## config.mk

```make
export PLATFORM = sky130hd
export DESIGN_NAME = mem_port_arbiter_flat
export DESIGN_NICKNAME = d
export VERILOG_FILES = /design/src/rtl/mem_port_arbiter_if.sv /design/src/rtl/mem_port_arbiter.sv /design/src/flat_wrapper.sv
export SDC_FILE = /design/constraint.sdc
export NUM_CORES = 1
export LEC_CHECK = 0
export ABC_AREA = 1
export BUFFER_PORTS_ARGS = -buffer_cell sky130_fd_sc_hd__buf_2
export CAP_MARGIN = 20
export CORE_MARGIN = 2
export CORE_UTILIZATION = 25
export CTS_BUF_LIST = sky130_fd_sc_hd__clkbuf_4 sky130_fd_sc_hd__clkbuf_8
export CTS_CLUSTER_DIAMETER = 100
export DETAILED_ROUTE_END_ITERATION = 7
export PLACE_DENSITY = 0.43
export SLEW_MARGIN = 10
export SYNTH_ARGS = -nofsm -noshare
export SYNTH_HDL_FRONTEND = slang
export SYNTH_SLANG_ARGS = --single-unit
```

## constraint.sdc

```tcl
create_clock -name clk -period 2.1 [get_ports clk]
set_clock_uncertainty 0.05 [all_clocks]
set_input_delay 0.42 -clock clk [delete_from_list [all_inputs] [get_ports clk]]
set_output_delay 0.42 -clock clk [all_outputs]
set_load 0.01 [all_outputs]
```

## src/rtl/mem_port_arbiter_if.sv

```systemverilog
// Request/response bundle between the fetch and load/store requesters, the
// shared-memory arbiter and the single-ported memory.
interface mem_port_arbiter_if #(
  parameter int AW = 32,
  parameter int DW = 32
);
  logic            if_req;
  logic [AW-1:0]   if_addr;
  logic            if_gnt;
  logic            if_rvalid;
  logic [DW-1:0]   if_rdata;
  logic            if_err;

  logic            d_req;
  logic            d_we;
  logic [AW-1:0]   d_addr;
  logic [DW-1:0]   d_wdata;
  logic [DW/8-1:0] d_be;
  logic            d_gnt;
  logic            d_rvalid;
  logic [DW-1:0]   d_rdata;
  logic            d_err;

  logic            mem_req;
  logic            mem_we;
  logic [AW-1:0]   mem_addr;
  logic [DW-1:0]   mem_wdata;
  logic [DW/8-1:0] mem_be;
  logic            mem_ack;
  logic [DW-1:0]   mem_rdata;

  // Handshake: a requester holds *_req (and its fields) until the cycle in
  // which *_gnt is high; that cycle is the transfer. The arbiter holds mem_req
  // and the mem_* fields stable until the cycle mem_ack is high (or the
  // timeout fires). *_rvalid is a single-cycle pulse with no back-pressure.
  modport slave (
    input  if_req, if_addr, d_req, d_we, d_addr, d_wdata, d_be, mem_ack, mem_rdata,
    output if_gnt, if_rvalid, if_rdata, if_err,
    output d_gnt, d_rvalid, d_rdata, d_err,
    output mem_req, mem_we, mem_addr, mem_wdata, mem_be
  );

  modport master (
    output if_req, if_addr, d_req, d_we, d_addr, d_wdata, d_be, mem_ack, mem_rdata,
    input  if_gnt, if_rvalid, if_rdata, if_err,
    input  d_gnt, d_rvalid, d_rdata, d_err,
    input  mem_req, mem_we, mem_addr, mem_wdata, mem_be
  );
endinterface

```

## src/rtl/mem_port_arbiter.sv

```systemverilog
// Shares one memory port between instruction fetch (IF) and load/store (D).
// Define MEM_ARB_RR_EN for round-robin arbitration; otherwise D has fixed priority.
module mem_port_arbiter #(
  parameter int AW      = 32,
  parameter int DW      = 32,
  parameter int TIMEOUT = 64
) (
  input  logic               clk,
  input  logic               rst,
  mem_port_arbiter_if.slave  bus,
  output logic               state_dbg
);

  typedef enum logic {IDLE = 1'b0, BUSY = 1'b1} state_t;

  localparam int CW = (TIMEOUT > 1) ? $clog2(TIMEOUT) : 1;

  state_t        state;
  logic [CW-1:0] cnt;
  logic          owner_d;
  logic          pick_d;
  logic          grant;
  logic          timeout_hit;

`ifdef MEM_ARB_RR_EN
  // last_d = 1 means D won the previous grant, so IF is favoured next.
  logic last_d;
  always_comb pick_d = bus.d_req && (!bus.if_req || !last_d);
`else
  always_comb pick_d = bus.d_req;
`endif

  always_comb begin
    grant       = (state == IDLE) && !rst && (bus.d_req || bus.if_req);
    bus.d_gnt   = grant && pick_d;
    bus.if_gnt  = grant && !pick_d;
    timeout_hit = (TIMEOUT != 0) && (cnt == CW'(TIMEOUT - 1));
    state_dbg   = (state == BUSY);
  end

  always_ff @(posedge clk) begin
    if (rst) begin
      state         <= IDLE;
      cnt           <= '0;
      owner_d       <= 1'b0;
      bus.mem_req   <= 1'b0;
      bus.mem_we    <= 1'b0;
      bus.mem_addr  <= '0;
      bus.mem_wdata <= '0;
      bus.mem_be    <= '0;
      bus.if_rvalid <= 1'b0;
      bus.if_rdata  <= '0;
      bus.if_err    <= 1'b0;
      bus.d_rvalid  <= 1'b0;
      bus.d_rdata   <= '0;
      bus.d_err     <= 1'b0;
`ifdef MEM_ARB_RR_EN
      last_d        <= 1'b0;
`endif
    end else begin
      bus.if_rvalid <= 1'b0;
      bus.d_rvalid  <= 1'b0;
      case (state)
        IDLE: begin
          if (grant) begin
            state       <= BUSY;
            cnt         <= '0;
            owner_d     <= pick_d;
            bus.mem_req <= 1'b1;
`ifdef MEM_ARB_RR_EN
            last_d      <= pick_d;
`endif
            if (pick_d) begin
              bus.mem_we    <= bus.d_we;
              bus.mem_addr  <= bus.d_addr;
              bus.mem_wdata <= bus.d_wdata;
              bus.mem_be    <= bus.d_be;
            end else begin
              bus.mem_we    <= 1'b0;
              bus.mem_addr  <= bus.if_addr;
              bus.mem_wdata <= '0;
              bus.mem_be    <= '1;
            end
          end
        end
        BUSY: begin
          // An ack in the timeout cycle still counts as success.
          if (bus.mem_ack || timeout_hit) begin
            state       <= IDLE;
            bus.mem_req <= 1'b0;
            if (owner_d) begin
              bus.d_rvalid <= 1'b1;
              bus.d_err    <= !bus.mem_ack;
              bus.d_rdata  <= (bus.mem_ack && !bus.mem_we) ? bus.mem_rdata : '0;
            end else begin
              bus.if_rvalid <= 1'b1;
              bus.if_err    <= !bus.mem_ack;
              bus.if_rdata  <= bus.mem_ack ? bus.mem_rdata : '0;
            end
          end else begin
            cnt <= cnt + CW'(1);
          end
        end
        default: state <= IDLE;
      endcase
    end
  end

endmodule

```

## src/flat_wrapper.sv

```systemverilog
// flat-port wrapper written by rule: the top's interface ports become plain ports
module mem_port_arbiter_flat 
#(
  parameter int AW      = 32,
  parameter int DW      = 32,
  parameter int TIMEOUT = 64
)
  (clk, rst, state_dbg, bus_if_req, bus_if_addr, bus_d_req, bus_d_we, bus_d_addr, bus_d_wdata, bus_d_be, bus_mem_ack, bus_mem_rdata, bus_if_gnt, bus_if_rvalid, bus_if_rdata, bus_if_err, bus_d_gnt, bus_d_rvalid, bus_d_rdata, bus_d_err, bus_mem_req, bus_mem_we, bus_mem_addr, bus_mem_wdata, bus_mem_be);
  mem_port_arbiter_if #(.AW(AW), .DW(DW)) bus_i ();
  input  logic clk;
  input  logic rst;
  output logic state_dbg;
  input wire logic [$bits(bus_i.if_req)-1:0] bus_if_req;
  input wire logic [$bits(bus_i.if_addr)-1:0] bus_if_addr;
  input wire logic [$bits(bus_i.d_req)-1:0] bus_d_req;
  input wire logic [$bits(bus_i.d_we)-1:0] bus_d_we;
  input wire logic [$bits(bus_i.d_addr)-1:0] bus_d_addr;
  input wire logic [$bits(bus_i.d_wdata)-1:0] bus_d_wdata;
  input wire logic [$bits(bus_i.d_be)-1:0] bus_d_be;
  input wire logic [$bits(bus_i.mem_ack)-1:0] bus_mem_ack;
  input wire logic [$bits(bus_i.mem_rdata)-1:0] bus_mem_rdata;
  output wire logic [$bits(bus_i.if_gnt)-1:0] bus_if_gnt;
  output wire logic [$bits(bus_i.if_rvalid)-1:0] bus_if_rvalid;
  output wire logic [$bits(bus_i.if_rdata)-1:0] bus_if_rdata;
  output wire logic [$bits(bus_i.if_err)-1:0] bus_if_err;
  output wire logic [$bits(bus_i.d_gnt)-1:0] bus_d_gnt;
  output wire logic [$bits(bus_i.d_rvalid)-1:0] bus_d_rvalid;
  output wire logic [$bits(bus_i.d_rdata)-1:0] bus_d_rdata;
  output wire logic [$bits(bus_i.d_err)-1:0] bus_d_err;
  output wire logic [$bits(bus_i.mem_req)-1:0] bus_mem_req;
  output wire logic [$bits(bus_i.mem_we)-1:0] bus_mem_we;
  output wire logic [$bits(bus_i.mem_addr)-1:0] bus_mem_addr;
  output wire logic [$bits(bus_i.mem_wdata)-1:0] bus_mem_wdata;
  output wire logic [$bits(bus_i.mem_be)-1:0] bus_mem_be;
  assign bus_i.if_req = bus_if_req;
  assign bus_i.if_addr = bus_if_addr;
  assign bus_i.d_req = bus_d_req;
  assign bus_i.d_we = bus_d_we;
  assign bus_i.d_addr = bus_d_addr;
  assign bus_i.d_wdata = bus_d_wdata;
  assign bus_i.d_be = bus_d_be;
  assign bus_i.mem_ack = bus_mem_ack;
  assign bus_i.mem_rdata = bus_mem_rdata;
  assign bus_if_gnt = bus_i.if_gnt;
  assign bus_if_rvalid = bus_i.if_rvalid;
  assign bus_if_rdata = bus_i.if_rdata;
  assign bus_if_err = bus_i.if_err;
  assign bus_d_gnt = bus_i.d_gnt;
  assign bus_d_rvalid = bus_i.d_rvalid;
  assign bus_d_rdata = bus_i.d_rdata;
  assign bus_d_err = bus_i.d_err;
  assign bus_mem_req = bus_i.mem_req;
  assign bus_mem_we = bus_i.mem_we;
  assign bus_mem_addr = bus_i.mem_addr;
  assign bus_mem_wdata = bus_i.mem_wdata;
  assign bus_mem_be = bus_i.mem_be;
  mem_port_arbiter #(.AW(AW), .DW(DW), .TIMEOUT(TIMEOUT)) u_core (.clk(clk), .rst(rst), .bus(bus_i), .state_dbg(state_dbg));
endmodule
```

== Yosys cells after proc, flatten, opt, wreduce, memory -nomap -nowiden ==
Cells that the tools add are included.
W data, S select, Z words.

* Flip-flop bits (word level): 146
* Bits in latches: 0
* Bits in writable memories: 0
* Memory bits (read-only): 0
* Input bits: 138
* Output and inout bits: 141
* Logic and storage cells: 56
* Memories kept: 0

* $add $sub $neg: 1
* $mul: 0
* Div/mod/pow operators: 0
* $lt $le $gt $ge: 0
* Eq/ne operators: 4
* Shift operators: 0
* Multiplexer cells: 17
* Bitwise operators: 3
* Reductions and logical operators: 17

{| class="wikitable"
|+ Operators with widths
! cell !! number
|-
| $mux W32 || 4
|-
| $mux W6 || 2
|-
| $pmux W6 S2 || 1
|-
| $mux W1 || 7
|-
| $add A6 B1 Y6 const B || 1
|-
| $eq A6 B6 Y1 const B || 1
|-
| $reduce_and A2 Y1 || 3
|-
| $reduce_and A3 Y1 || 2
|-
| $logic_and A1 B1 Y1 || 5
|-
| $logic_not A1 Y1 || 4
|-
| $mux W4 || 1
|-
| $ne A2 B2 Y1 const B || 2
|-
| $pmux W1 S2 || 2
|-
| $not A1 Y1 || 3
|-
| $reduce_or A3 Y1 || 1
|-
| $logic_or A1 B1 Y1 || 2
|-
| $ne A2 B1 Y1 const B || 1
|}

== Depth between registers and ports, before layout ==
Gate-level depths: netlist (run 1).

* Depth in word-level cells: 5
* Gate-level depth with buffers: 10
* Depth with buffers taken out: 9

== Least setup slack after synthesis (run 1) ==
Ideal clock, no wire load.

* Kind: input to output
* Start point: in bus_d_req
* End point: out bus_if_gnt
* Arrival: 1.285 ns
* Data required time: 1.630 ns
* Slack: 0.345 ns
* Cell stages on the path: 8
* Path buffers: 2
* Cells stage by stage: buf_2 > nor2_1 > nor2_2 > nand2_2 > inv_1 > buf_2 > nand2_1 > inv_1

* Longest elaborated chain between the ends: 3
* Elaborated cells between the ends (all ways): 4
* Classes of those cells: reduce/logical: 4

{| class="wikitable"
|+ RTL lines
! item !! line !! RTL
|-
| start, declared || flat_wrapper.sv:15 || <nowiki>input wire logic [$bits(bus_i.d_req)-1:0] bus_d_req;</nowiki>
|-
| $logic_or A1 B1 Y1 || mem_port_arbiter.sv:34 || <nowiki>grant = (state == IDLE) && !rst && (bus.d_req || bus.if_req);</nowiki>
|-
| $logic_and A1 B1 Y1 || mem_port_arbiter.sv:34 ||
|-
| $logic_and A1 B1 Y1 (*) || mem_port_arbiter.sv:36 || <nowiki>bus.if_gnt = grant && !pick_d;</nowiki>
|-
| end, declared || flat_wrapper.sv:22 || <nowiki>output wire logic [$bits(bus_i.if_gnt)-1:0] bus_if_gnt;</nowiki>
|}

Mark *: on every way between the ends. The rest lies on a longest branch, timed or not.

== Final worst setup path (run 1) ==
* Start point: reg u_core.state (netlist: u_core.state_dbg)
* End point: out bus_d_gnt

* Longest elaborated chain between the ends: 4

{| class="wikitable"
|+ RTL lines
! item !! line !! RTL
|-
| start, declared || mem_port_arbiter.sv:18 || <nowiki>state_t state;</nowiki>
|-
| start signal, assigned || mem_port_arbiter.sv:43 || <nowiki>state <= IDLE;</nowiki>
|-
| start signal, assigned || mem_port_arbiter.sv:66 || <nowiki>state <= BUSY;</nowiki>
|-
| start signal, assigned || mem_port_arbiter.sv:89 || <nowiki>state <= IDLE;</nowiki>
|-
| $not A1 Y1 (no source line) || n/a ||
|-
| $logic_and A1 B1 Y1 (2 in a row) || mem_port_arbiter.sv:34 ||
|-
| $logic_and A1 B1 Y1 || mem_port_arbiter.sv:35 || <nowiki>bus.d_gnt = grant && pick_d;</nowiki>
|-
| end, declared || flat_wrapper.sv:26 || <nowiki>output wire logic [$bits(bus_i.d_gnt)-1:0] bus_d_gnt;</nowiki>
|}

Every way passes these cells.

==> impl_metrics.py, run 1 <==
metrics = {
    "outcome": {
        "status": "finished clean",
    },
    "floorplanning": {
        "core_sq_um": 26800,
        "die-area_sq_um": 28400,
        "boundaryPins": 279,
        "number_of_rows_in_the_core_area": 60,
        "dieWidth_microns": 169,
        "die_height_microns": 169,
        "initial_utilization_pct": 25.3,
    },
    "global_route": {
        "grt_antenna_before_repair": 1,
        "grt_start_max_net_pins": 75,
        "gr-total-overflow": 0,
        "global_route_wire_length_before_repair_microns": 34700,
        "grtUsageTotal_pct": 15.3,
        "first_global_vias": 6525,
    },
    "detailed_routing": {
        "finalWirelength_microns": 22000,
        "routed_wire_length_per_instance_microns": 13.2,
        "detail_route.vias_per_cell": 4.16,
        "drt_first_pass_iters": 4,
        "via_count": 6911,
        "ant_nets": 0,
        "detailedRoute.firstIterationViolations": 277,
        "remaining_drcs": 0,
    },
    "worst_setup_path": {
        "timing.setup.critical_path_class": "reg -> out",
        "worst_path_maximum_fanout": 5,
        "worstSetupStartpointType": "flip-flop",
        "arrival_ns": 1.45,
        "worst_setup_path_end_kind": "primary output",
        "crit_required_ns": 1.63,
    },
    "worst_hold_path": {
        "worstHoldPathType": "in -> reg",
    },
    "clocking": {
        "clockBufferDepth": 2,
        "path_clk_slew_ns": 0.11,
        "postCtsSetupBuffers": 0,
        "htree_depth": 4,
        "cts_tree": "built",
        "worst_skew_pair.late_latency_ns": 0.44,
        "numCtsBuffers": 17,
        "root_buffer": "sky130_fd_sc_hd__clkbuf_8",
        "ctsResizeCount": 0,
        "cts_hold_buf": 0,
        "sink_count": 146,
    },
    "synth": {
        "synthesis.area_sq_um": 6780,
        "netlist.area_leader.share_pct": 43.1,
        "synth.area.top_cells": "sky130_fd_sc_hd__dfxtp_1 (43%), sky130_fd_sc_hd__nand2_1 (25%), sky130_fd_sc_hd__inv_1 (8.1%)",
        "avgSynthCellArea_sq_um": 6.41,
        "synth.largest_area_cell": "sky130_fd_sc_hd__dfxtp_1",
        "ys_warn_count": 0,
        "yosysUniqueCellTypes": 25,
        "post_synth_inst_count": 1058,
        "postSynthRegisterBits": 146,
        "synth_seq_area_share_pct": 43.1,
        "synth_nets": 1197,
    },
    "power_and_ir_drop": {
        "swShare_pct": 32.1,
        "power_frac_clock_pct": 37.4,
        "power.density_cell_area_nw_per_um2": 713,
        "net-switching-power_mw": 2.03,
        "intPower_mw": 4.30,
        "seqPwrFrac_pct": 46.7,
        "lkg_pwr_nw": 4.68,
        "combinationalPowerShare_pct": 15.8,
        "vdd_drop_max_v": 0.000299,
    },
    "timing": {
        "max_freq_ghz": 0.522,
        "post-route-min-period_ns": 1.92,
        "finalCritPeriodShare_pct": 91.3,
        "hold-worst-slack_ns": 0.124,
        "unrepaired_setup_endpoints_after_global_routing": "false",
        "finalMaxSlewViolations": 0,
        "worst_slew_pin_slew_ns": 0.799,
        "setup_viol": 0,
        "timing.final.hold_violations": 0,
        "timing.max_slew.rel_slack_pct": 46.8,
        "setup_total_negative_slack_ns": 0,
    },
    "place": {
        "gpl.final_weighted_congestion": 0.750,
        "buffer_ports.inserted": 278,
        "dp_hpwl_microns": 15100,
        "place_inst": 1628,
    },
    "cells_and_area": {
        "post_route_cells_drive_above_1_share_pct": 26.0,
        "area.growth.synth_to_final_pct": 30.9,
        "stdcell_count": 1661,
        "fin_nets": 1445,
    },
    "run": {
        "cap_violations": 0,
    },
}
[path summary, 6_finish.rpt]
| kind | startpoint | endpoint | slack, ns | depth (start not counted) |
|---|---|---|---|---|
| worst min-delay path | bus_d_be[2] | u_core.bus.mem_be[2]$_SDFFE_PP0P_ | 0.12 | 3 |
| worst max-delay path | u_core.state_dbg$_SDFF_PP0_ | bus_d_gnt | 0.18 | 4 |
| worst min register to register | u_core.bus.if_err$_SDFFE_PP0P_ | u_core.bus.if_err$_SDFFE_PP0P_ | 0.40 | 2 |
| worst max register to register | u_core.cnt[0]$_SDFFE_PP0P_ | u_core.bus.d_rdata[20]$_SDFFE_PP0P_ | 0.41 | 10 |
[cell families after synthesis]
family                   Yosys count  share of synthesized area, %
adder cells (fa/ha/maj)            1                         0.185
flip-flops                       146                          43.1
AO/OA/AOI/OAI                     78                          5.83
AND/OR/NAND/NOR                  611                          37.0
buffers and inverters            222                          13.9
[sequential cells by signal, summed over array words and instances (netlist names)]
name / flops
u_core.bus.d_rdata: 32
u_core.bus.if_rdata: 32
u_core.bus.mem_addr: 32
u_core.bus.mem_wdata: 32
u_core.cnt: 6
u_core.bus.mem_be: 4
u_core.bus.d_err: 1
u_core.bus.d_rvalid: 1
u_core.bus.if_err: 1
u_core.bus.if_rvalid: 1
u_core.bus.mem_req: 1
u_core.bus.mem_we: 1
u_core.owner_d: 1
u_core.state_dbg: 1
[per-stage QoR]
step | power (mW) | utilization (%) | worst slack, ns | instance area [sq um]
CTS | 6.47 | 33.1 | 0.106 | 8870
finish | 6.33 | 33.1 | 0.184 | 8870
detailed placement | 4.04 | 31.5 | 0.315 | 8450
global route | 6.73 | 33.1 | 0.0602 | 8870
global placement | 4.04 | 31.5 | 0.314 | 8450
floorplan | 3.61 | - | 0.345 | 6780
[power groups by stage]
stage / registers [mW] / logic [mW] / clock network [mW]
after floorplan: 3.07 / 0.533 / 0
after global placement: 3.02 / 1.02 / 0
after detailed placement: 3.02 / 1.02 / 0
after CTS: 2.96 / 1.02 / 2.49
after global routing: 2.98 / 1.13 / 2.62
final: 2.96 / 1.00 / 2.37
[synthesized netlist by cell type (all sizes together)]
library cell	n
nand3	13
ha	1
buf	41
nand3b	1
clkbuf	30
o31ai	1
nor3	1
nor2	89
clkinv	2
o21ai	5
inv	149
a21oi	71
dfxtp	146
nand4	59
nand2	448
o21bai	1
[cells in the final DEF (no fill, tap or decap), drive strengths merged, types with 5 or more instances in the layout]
cell type  count
nand4         59
nand2        448
a21oi         71
clkbuf        17
nor2          89
buf          300
clkinv         5
o21ai          5
nand3         13
inv          160
dfxtp        146
[critical path: stages, from the launching register on]
cell                      delay [ns]
sky130_fd_sc_hd__dfxtp_2        0.35
sky130_fd_sc_hd__nor2_2         0.17
sky130_fd_sc_hd__nand2_2        0.14
sky130_fd_sc_hd__nor2_4         0.17
sky130_fd_sc_hd__buf_2          0.18
[area by class of cell]
class	instances	area, sq um
diodes	1	2.50
clock buffers	17	234
clock inverters	15	183
fillers	3033	17900
inverters	151	567
multi-input cells	690	2920
flip-flops and latches	146	2920
well taps	341	427
repair buffers	300	1620
[routing by layer]
| metal | up-vias | part of all wire (%) | track usage, % |
|---|---|---|---|
| li1 | 3693 | - | - |
| met2 | 215 | 45 | 25.0 |
| met1 | 2990 | 46 | 19.3 |
| met4 | 0 | 1.1 | 3.97 |
| met5 | - | 0 | 0 |
| met3 | 13 | 7.8 | 5.31 |
Note: power is estimated with default switching activity, not from simulation.
==> inputs of run 2 (changes only) <==
Settings changed: ABC_AREA 1 to not set, PLACE_DENSITY 0.43 to 0.45.
==> run 2 against run 1 <==
  * Via count decreased by 28%
  * Sequential power about the same
  * Clock-buffer cell count up 2
  * Final cell count decreased by 33%
  * Maximum frequency down 0.61%
  * Die area down 20%
  * Worst setup slack lost 0.012 ns
  * Critical path depth decreased by 1
  * Synthesized cell count decreased by 48%
  * Cell area decreased by 16%
  * Total power shrank 6.3%
  * Flip-flop and latch count unchanged
  * Critical path type unchanged
  * Critical endpoint unchanged
  * Largest power group unchanged
  * Highest routed layer unchanged
==> impl_metrics.py, run 2 <==
metrics = {
    "worst_setup_path": {
        "arrival_ns": 1.46,
        "r2r_setup_slack_ns": 0.38,
        "worst_path_maximum_fanout": 5,
        "ff2ff_path_depth": 5,
        "delay_contributed_by_the_slowest_stage_of_the_critical_path_ns": 0.51,
        "critical_path.cell_chain": "nor2_1 -> and2_1 -> buf_2",
        "worstSetupStartpointType": "flip-flop",
        "crit_required_ns": 1.63,
        "critical-path-slowest-cell": "sky130_fd_sc_hd__dfxtp_1",
        "regToRegEndpoint": "u_core.bus.if_rdata[3]$_SDFFE_PP0P_",
        "worst_setup_path_end_kind": "primary output",
        "source_of_the_worst_register_to_register_timing_path": "u_core.state_dbg$_SDFF_PP0_",
        "timing.setup.critical_path_class": "reg -> out",
    },
    "power_and_ir_drop": {
        "net-switching-power_mw": 1.61,
        "swShare_pct": 27.2,
        "lkg_pwr_nw": 3.46,
        "seqPwrFrac_pct": 49.5,
        "power.density_cell_area_nw_per_um2": 797,
        "total_power_mw": 5.93,
        "intPower_mw": 4.32,
        "power_frac_clock_pct": 38.5,
        "vdd_drop_max_v": 0.000406,
        "combinationalPowerShare_pct": 12.0,
    },
    "clocking": {
        "sink_count": 146,
        "postCtsSetupBuffers": 0,
        "numCtsBuffers": 17,
        "htree_depth": 4,
        "ctsResizeCount": 0,
        "root_buffer": "sky130_fd_sc_hd__clkbuf_8",
        "cts_tree": "built",
        "cts_hold_buf": 0,
        "clockBufferDepth": 2,
        "path_clk_slew_ns": 0.09,
        "worst_skew_pair.late_latency_ns": 0.43,
    },
    "floorplanning": {
        "initial_utilization_pct": 25.6,
        "number_of_rows_in_the_core_area": 53,
        "die-area_sq_um": 22900,
        "core_sq_um": 21200,
        "boundaryPins": 279,
        "dieWidth_microns": 151,
        "die_height_microns": 151,
    },
    "synth": {
        "synth_nets": 694,
        "synthesis.area_sq_um": 5420,
        "synth.area.top_cells": "sky130_fd_sc_hd__dfxtp_1 (54%), sky130_fd_sc_hd__a22oi_1 (5.7%), sky130_fd_sc_hd__a22o_1 (5.2%)",
        "synth.most_common_cell": "sky130_fd_sc_hd__dfxtp_1",
        "share_of_synthesized_flip_flops_with_an_asynchronous_set_or_reset_pct": 0,
        "yosysUniqueCellTypes": 42,
        "yosys-top-cells-count": "sky130_fd_sc_hd__dfxtp_1 (146), sky130_fd_sc_hd__nor2_1 (61), sky130_fd_sc_hd__nand2_1 (43), sky130_fd_sc_hd__a22oi_1 (41), sky130_fd_sc_hd__nand3_1 (39)",
        "netlist.area_leader.share_pct": 54.0,
        "avgSynthCellArea_sq_um": 9.76,
        "synth_seq_area_share_pct": 54.0,
        "ys_dominant_reg_cell": "sky130_fd_sc_hd__dfxtp_1",
        "ys_warn_count": 0,
        "synth.largest_area_cell": "sky130_fd_sc_hd__dfxtp_1",
        "post_synth_inst_count": 555,
        "synth_edf_count": 0,
        "postSynthRegisterBits": 146,
    },
    "detailed_routing": {
        "detailedRoute.firstIterationViolations": 134,
        "routed_wire_length_per_instance_microns": 14.9,
        "drt_first_pass_iters": 7,
        "via_count": 5001,
        "remaining_drcs": 0,
        "finalWirelength_microns": 16400,
        "detail_route.vias_per_cell": 4.53,
        "ant_nets": 0,
    },
    "timing": {
        "timing.final.hold_violations": 0,
        "setup_viol": 0,
        "setup_total_negative_slack_ns": 0,
        "max_freq_ghz": 0.519,
        "worst_slew_pin_slew_ns": 0.518,
        "finalCritPeriodShare_pct": 91.8,
        "unrepaired_setup_endpoints_after_global_routing": "false",
        "post-route-min-period_ns": 1.93,
        "timing.max_slew.rel_slack_pct": 65.2,
        "finalMaxSlewViolations": 0,
    },
    "place": {
        "gpl.final_weighted_congestion": 0.732,
        "dp_hpwl_microns": 11600,
        "buffer_ports.inserted": 278,
    },
    "cells_and_area": {
        "final_common_cell": "sky130_fd_sc_hd__buf_2",
        "most-common-layout-cells": "sky130_fd_sc_hd__buf_2 (278), sky130_fd_sc_hd__dfxtp_1 (146), sky130_fd_sc_hd__nor2_1 (61), sky130_fd_sc_hd__nand2_1 (43), sky130_fd_sc_hd__a22oi_1 (41)",
        "area.growth.synth_to_final_pct": 37.4,
        "antenna_cells": 0,
        "post_route_cells_drive_above_1_share_pct": 40.7,
        "fill_cells": 2243,
        "fin_nets": 956,
    },
    "outcome": {
        "status": "finished clean",
    },
    "global_route": {
        "first_global_vias": 4859,
        "gr-total-overflow": 0,
        "grt_antenna_before_repair": 0,
        "grt_start_max_net_pins": 67,
        "global_route_wire_length_before_repair_microns": 25200,
        "grtUsageTotal_pct": 14.1,
    },
    "worst_hold_path": {
        "hold_end": "u_core.bus.if_rdata[9]$_SDFFE_PP0P_",
        "holdCritStartpoint": "bus_mem_rdata[9]",
        "hold_path_depth": 2,
        "worstHoldPathType": "in -> reg",
    },
    "run": {
        "cap_violations": 0,
    },
}
==> run 2: cell count changes after synthesis, moves of 25 or more <==
| cell | previous run | this run |
|---|---|---|
| sky130_fd_sc_hd__a21oi_1 | 71 | 17 |
| sky130_fd_sc_hd__a211oi_1 | 0 | 25 |
| sky130_fd_sc_hd__nand4_1 | 59 | 2 |
| sky130_fd_sc_hd__nand2_1 | 446 | 43 |
| sky130_fd_sc_hd__a22o_1 | 0 | 32 |
| sky130_fd_sc_hd__a22oi_1 | 0 | 41 |
| sky130_fd_sc_hd__nor2_1 | 87 | 61 |
| sky130_fd_sc_hd__nand3_1 | 11 | 39 |
| sky130_fd_sc_hd__inv_1 | 147 | 5 |
==> run 2: kinds of logic (layout without fill, tap and decap cells) <==
logic type	Yosys count	count (layout)	share of synthesized area [%]
AOI/OAI and AO/OA	166	166	21.6
muxes	24	24	4.44
DFF	146	146	54.0
adders and majority gates	1	1	0.231
and+or+nand+nor	161	161	13.6
buffers and inverters	57	332	6.26
==> run 2: final cells by class <==
class                           count  area (sq um)  share of cell area (%)
Tap cell                          275           344                    4.62
Timing Repair Buffer              294          1570                    21.1
Sequential cell                   146          2920                    39.3
Clock buffer                       19           255                    3.43
Multi-Input combinational cell    352          2170                    29.2
Clock inverter                     13           149                    2.00
Inverter                            6          22.5                   0.303
==> run 2: through the flow <==
stage / cell area [sq um] / cells / util, % / worst slack, ns / hold WS, ns
floorplan: 5420 / 555 / - / 0.580 / 0.423
global placement: 7040 / 1073 / 33.3 / 0.341 / 0.386
detailed placement: 7040 / 1073 / 33.3 / 0.326 / 0.391
CTS: 7440 / 1105 / 35.2 / 0.0665 / 0.122
global route: 7440 / 1105 / 35.2 / 0.0201 / 0.121
finish: 7440 / 1105 / 35.2 / 0.172 / 0.161
==> run 2: layer usage <==
layer | track usage, % | part of all wire (%)
met1 | 17.5 | 45
met2 | 23.0 | 46
met3 | 5.63 | 8.6
met4 | 3.60 | 1.2
met5 | 0 | 0
==> run 2: worst max-delay path: cells and delay by family, from the launching register on <==
kind | cells | cell delay [ns]
and+or+nand+nor | 2 | 0.34
buffers and inverters | 1 | 0.17
DFF | 1 | 0.51
==> run 2: worst max path at each step <==
stage	start	end	slack, ns	depth (start not counted)
after floorplan	rst	bus_d_gnt	0.58	5
after global placement	rst	u_core.bus.mem_addr[31]$_SDFFE_PP0P_	0.34	6
after detailed placement	rst	u_core.bus.mem_addr[31]$_SDFFE_PP0P_	0.33	6
after CTS	u_core.state_dbg$_SDFF_PP0_	bus_d_gnt	0.07	3
after global routing	u_core.state_dbg$_SDFF_PP0_	bus_d_gnt	0.02	3
final	u_core.state_dbg$_SDFF_PP0_	bus_d_gnt	0.17	3
==> run 2: power by group through the flow <==
stage          clock, mW  combinational, mW  sequential, mW
3_5_place_dp           0              0.725            3.00
4_1_cts             2.40              0.725            2.94
5_1_grt             2.50              0.787            2.95
6_report            2.28              0.709            2.94
3_3_place_gp           0              0.725            3.00
2_1_floorplan          0              0.333            3.05
==> inputs of run 3 (changes only) <==
Settings changed: CELL_PAD_IN_SITES_DETAIL_PLACEMENT set to 1, CELL_PAD_IN_SITES_GLOBAL_PLACEMENT set to 1, PLACE_DENSITY 0.45 to 0.6.
==> run 3 against run 2 <==
  * Clock power decreased by 8%
  * Hold slack got worse by 0.011 ns
  * Utilization shrank 0.10 points
  * Global-route usage increased by 0.43 points
  * Sequential share of layout area is 0.11 points higher
  * Die area is the same
  * Cell area fell by 0.29%
  * Maximum frequency is essentially flat
  * Final cell count is 0.18% higher
  * Via count increased by 1.6%
  * Critical path type unchanged
  * Critical endpoint unchanged
  * Largest cell class unchanged
==> impl_metrics.py, run 3 (synthesis results as in run 2) <==
metrics = {
    "clocking": {
        "numCtsBuffers": 17,
        "htree_depth": 4,
        "cts_tree": "built",
        "root_buffer": "sky130_fd_sc_hd__clkbuf_8",
        "postCtsSetupBuffers": 0,
        "sink_count": 146,
        "cts_hold_buf": 0,
        "path_clk_slew_ns": 0.09,
        "clockBufferDepth": 2,
        "ctsResizeCount": 0,
        "worst_skew_pair.late_latency_ns": 0.44,
    },
    "worst_setup_path": {
        "worst_path_maximum_fanout": 5,
        "worstSetupStartpointType": "flip-flop",
        "source_of_the_worst_register_to_register_timing_path": "u_core.state_dbg$_SDFF_PP0_",
        "regToRegEndpoint": "u_core.bus.if_rdata[23]$_SDFFE_PP0P_",
        "timing.setup.critical_path_class": "reg -> out",
        "critPathLaunch": "u_core.state_dbg$_SDFF_PP0_",
        "delay_contributed_by_the_slowest_stage_of_the_critical_path_ns": 0.50,
        "crit_required_ns": 1.63,
        "r2r_setup_slack_ns": 0.41,
        "arrival_ns": 1.46,
        "critical-path-slowest-cell": "sky130_fd_sc_hd__dfxtp_1",
        "ff2ff_path_depth": 5,
        "critical_path.cell_chain": "nor2_1 -> and2_1 -> buf_2",
        "worst_setup_path_end_kind": "primary output",
    },
    "timing": {
        "unrepaired_setup_endpoints_after_global_routing": "false",
        "timing.final.hold_violations": 0,
        "finalMaxSlewViolations": 0,
        "finalWorstSetupSlack_ns": 0.170,
        "post-route-min-period_ns": 1.93,
        "timing.max_slew.rel_slack_pct": 65.9,
        "worst_slew_pin_slew_ns": 0.508,
        "setup_viol": 0,
        "setup_total_negative_slack_ns": 0,
        "hold-worst-slack_ns": 0.149,
        "finalCritPeriodShare_pct": 91.9,
        "max_freq_ghz": 0.518,
    },
    "worst_hold_path": {
        "hold_end": "u_core.bus.if_rdata[26]$_SDFFE_PP0P_",
        "worstHoldPathType": "in -> reg",
        "holdCritStartpoint": "bus_mem_rdata[26]",
        "hold_path_depth": 2,
    },
    "floorplanning": {
        "initial_utilization_pct": 25.6,
        "core_sq_um": 21200,
        "die-area_sq_um": 22900,
        "dieWidth_microns": 151,
        "number_of_rows_in_the_core_area": 53,
        "die_height_microns": 151,
        "boundaryPins": 279,
    },
    "cells_and_area": {
        "fin_nets": 958,
        "area.growth.synth_to_final_pct": 37.0,
        "antenna_cells": 0,
        "final_common_cell": "sky130_fd_sc_hd__buf_2",
        "most-common-layout-cells": "sky130_fd_sc_hd__buf_2 (278), sky130_fd_sc_hd__dfxtp_1 (146), sky130_fd_sc_hd__nor2_1 (61), sky130_fd_sc_hd__nand2_1 (43), sky130_fd_sc_hd__a22oi_1 (41)",
        "fill_cells": 2520,
        "post_route_cells_drive_above_1_share_pct": 40.9,
    },
    "place": {
        "place_ws_ns": 0.364,
        "dp_hpwl_microns": 12300,
        "buffer_ports.inserted": 278,
        "gpl.final_weighted_congestion": 0.708,
    },
    "detailed_routing": {
        "ant_nets": 0,
        "routed_wire_length_per_instance_microns": 15.4,
        "remaining_drcs": 0,
        "detail_route.vias_per_cell": 4.59,
        "finalWirelength_microns": 17100,
        "detailedRoute.firstIterationViolations": 189,
        "drt_first_pass_iters": 4,
        "via_count": 5079,
    },
    "global_route": {
        "global_route_wire_length_before_repair_microns": 26200,
        "gr-total-overflow": 0,
        "grt_antenna_before_repair": 0,
        "grt_start_max_net_pins": 67,
        "grtUsageTotal_pct": 14.6,
        "first_global_vias": 5047,
    },
    "outcome": {
        "status": "finished clean",
    },
    "power_and_ir_drop": {
        "power.density_cell_area_nw_per_um2": 774,
        "lkg_pwr_nw": 3.46,
        "vdd_drop_max_v": 0.000265,
    },
    "run": {
        "cap_violations": 0,
    },
}
[run 3: cell count changes in the layout (fill, tap and decap cells not counted)]
| cell | delta |
|---|---|
| sky130_fd_sc_hd__buf_4 | +2 |
| sky130_fd_sc_hd__bufinv_16 | -2 |
| sky130_fd_sc_hd__clkbuf_4 | -1 |
| sky130_fd_sc_hd__clkinv_4 | +2 |
| sky130_fd_sc_hd__inv_6 | -1 |
| sky130_fd_sc_hd__inv_8 | +2 |
[run 3: worst max-delay path: cells and delay by family (launching register included)]
kind	cells	cell delay [ns]
DFF	1	0.50
and+or+nand+nor	2	0.35
buffers and inverters	1	0.17
[run 3: stage by stage]
stage                     util [%]  area [sq um]  instances  power, mW
after floorplan                  -          5420        555       3.38
after global placement        33.3          7050       1075       3.73
after detailed placement      33.3          7050       1075       3.74
after CTS                     35.1          7420       1107       5.88
after global routing          35.1          7420       1107       6.09
final                         35.1          7420       1107       5.75
[run 3: layout make-up]
type | count | area (sq um) | share of cell area [%]
sequential | 146 | 2920 | 39.4
multi-input combinational | 352 | 2170 | 29.3
timing repair buffer | 296 | 1590 | 21.4
tap | 275 | 344 | 4.64
clock buffer | 18 | 248 | 3.34
clock inverter | 14 | 120 | 1.62
inverter | 6 | 22.5 | 0.303
[run 3: metal layers]
layer  up-vias  GRT usage (%)  share of wire [%]
met2       183           23.1                 46
li1       2526              -                  -
met5         -              0                  0
met1      2351           18.6                 45
met3        19           4.91                8.2
met4         0           4.63                1.5
[run 3: power breakdown]
group          switching, mW  internal [mW]  total [mW]
logic                  0.398          0.320       0.718
clock network           1.21          0.885        2.10
registers             0.0564           2.88        2.93
[run 3: worst max path at each step]
stage	to	slack, ns	cells past startpoint
after floorplan	bus_d_gnt	0.58	5
after global placement	bus_if_gnt	0.39	4
after detailed placement	u_core.bus.mem_addr[9]$_SDFFE_PP0P_	0.36	6
after CTS	bus_d_gnt	0.09	3
after global routing	bus_d_gnt	0.01	3
final	bus_d_gnt	0.17	3
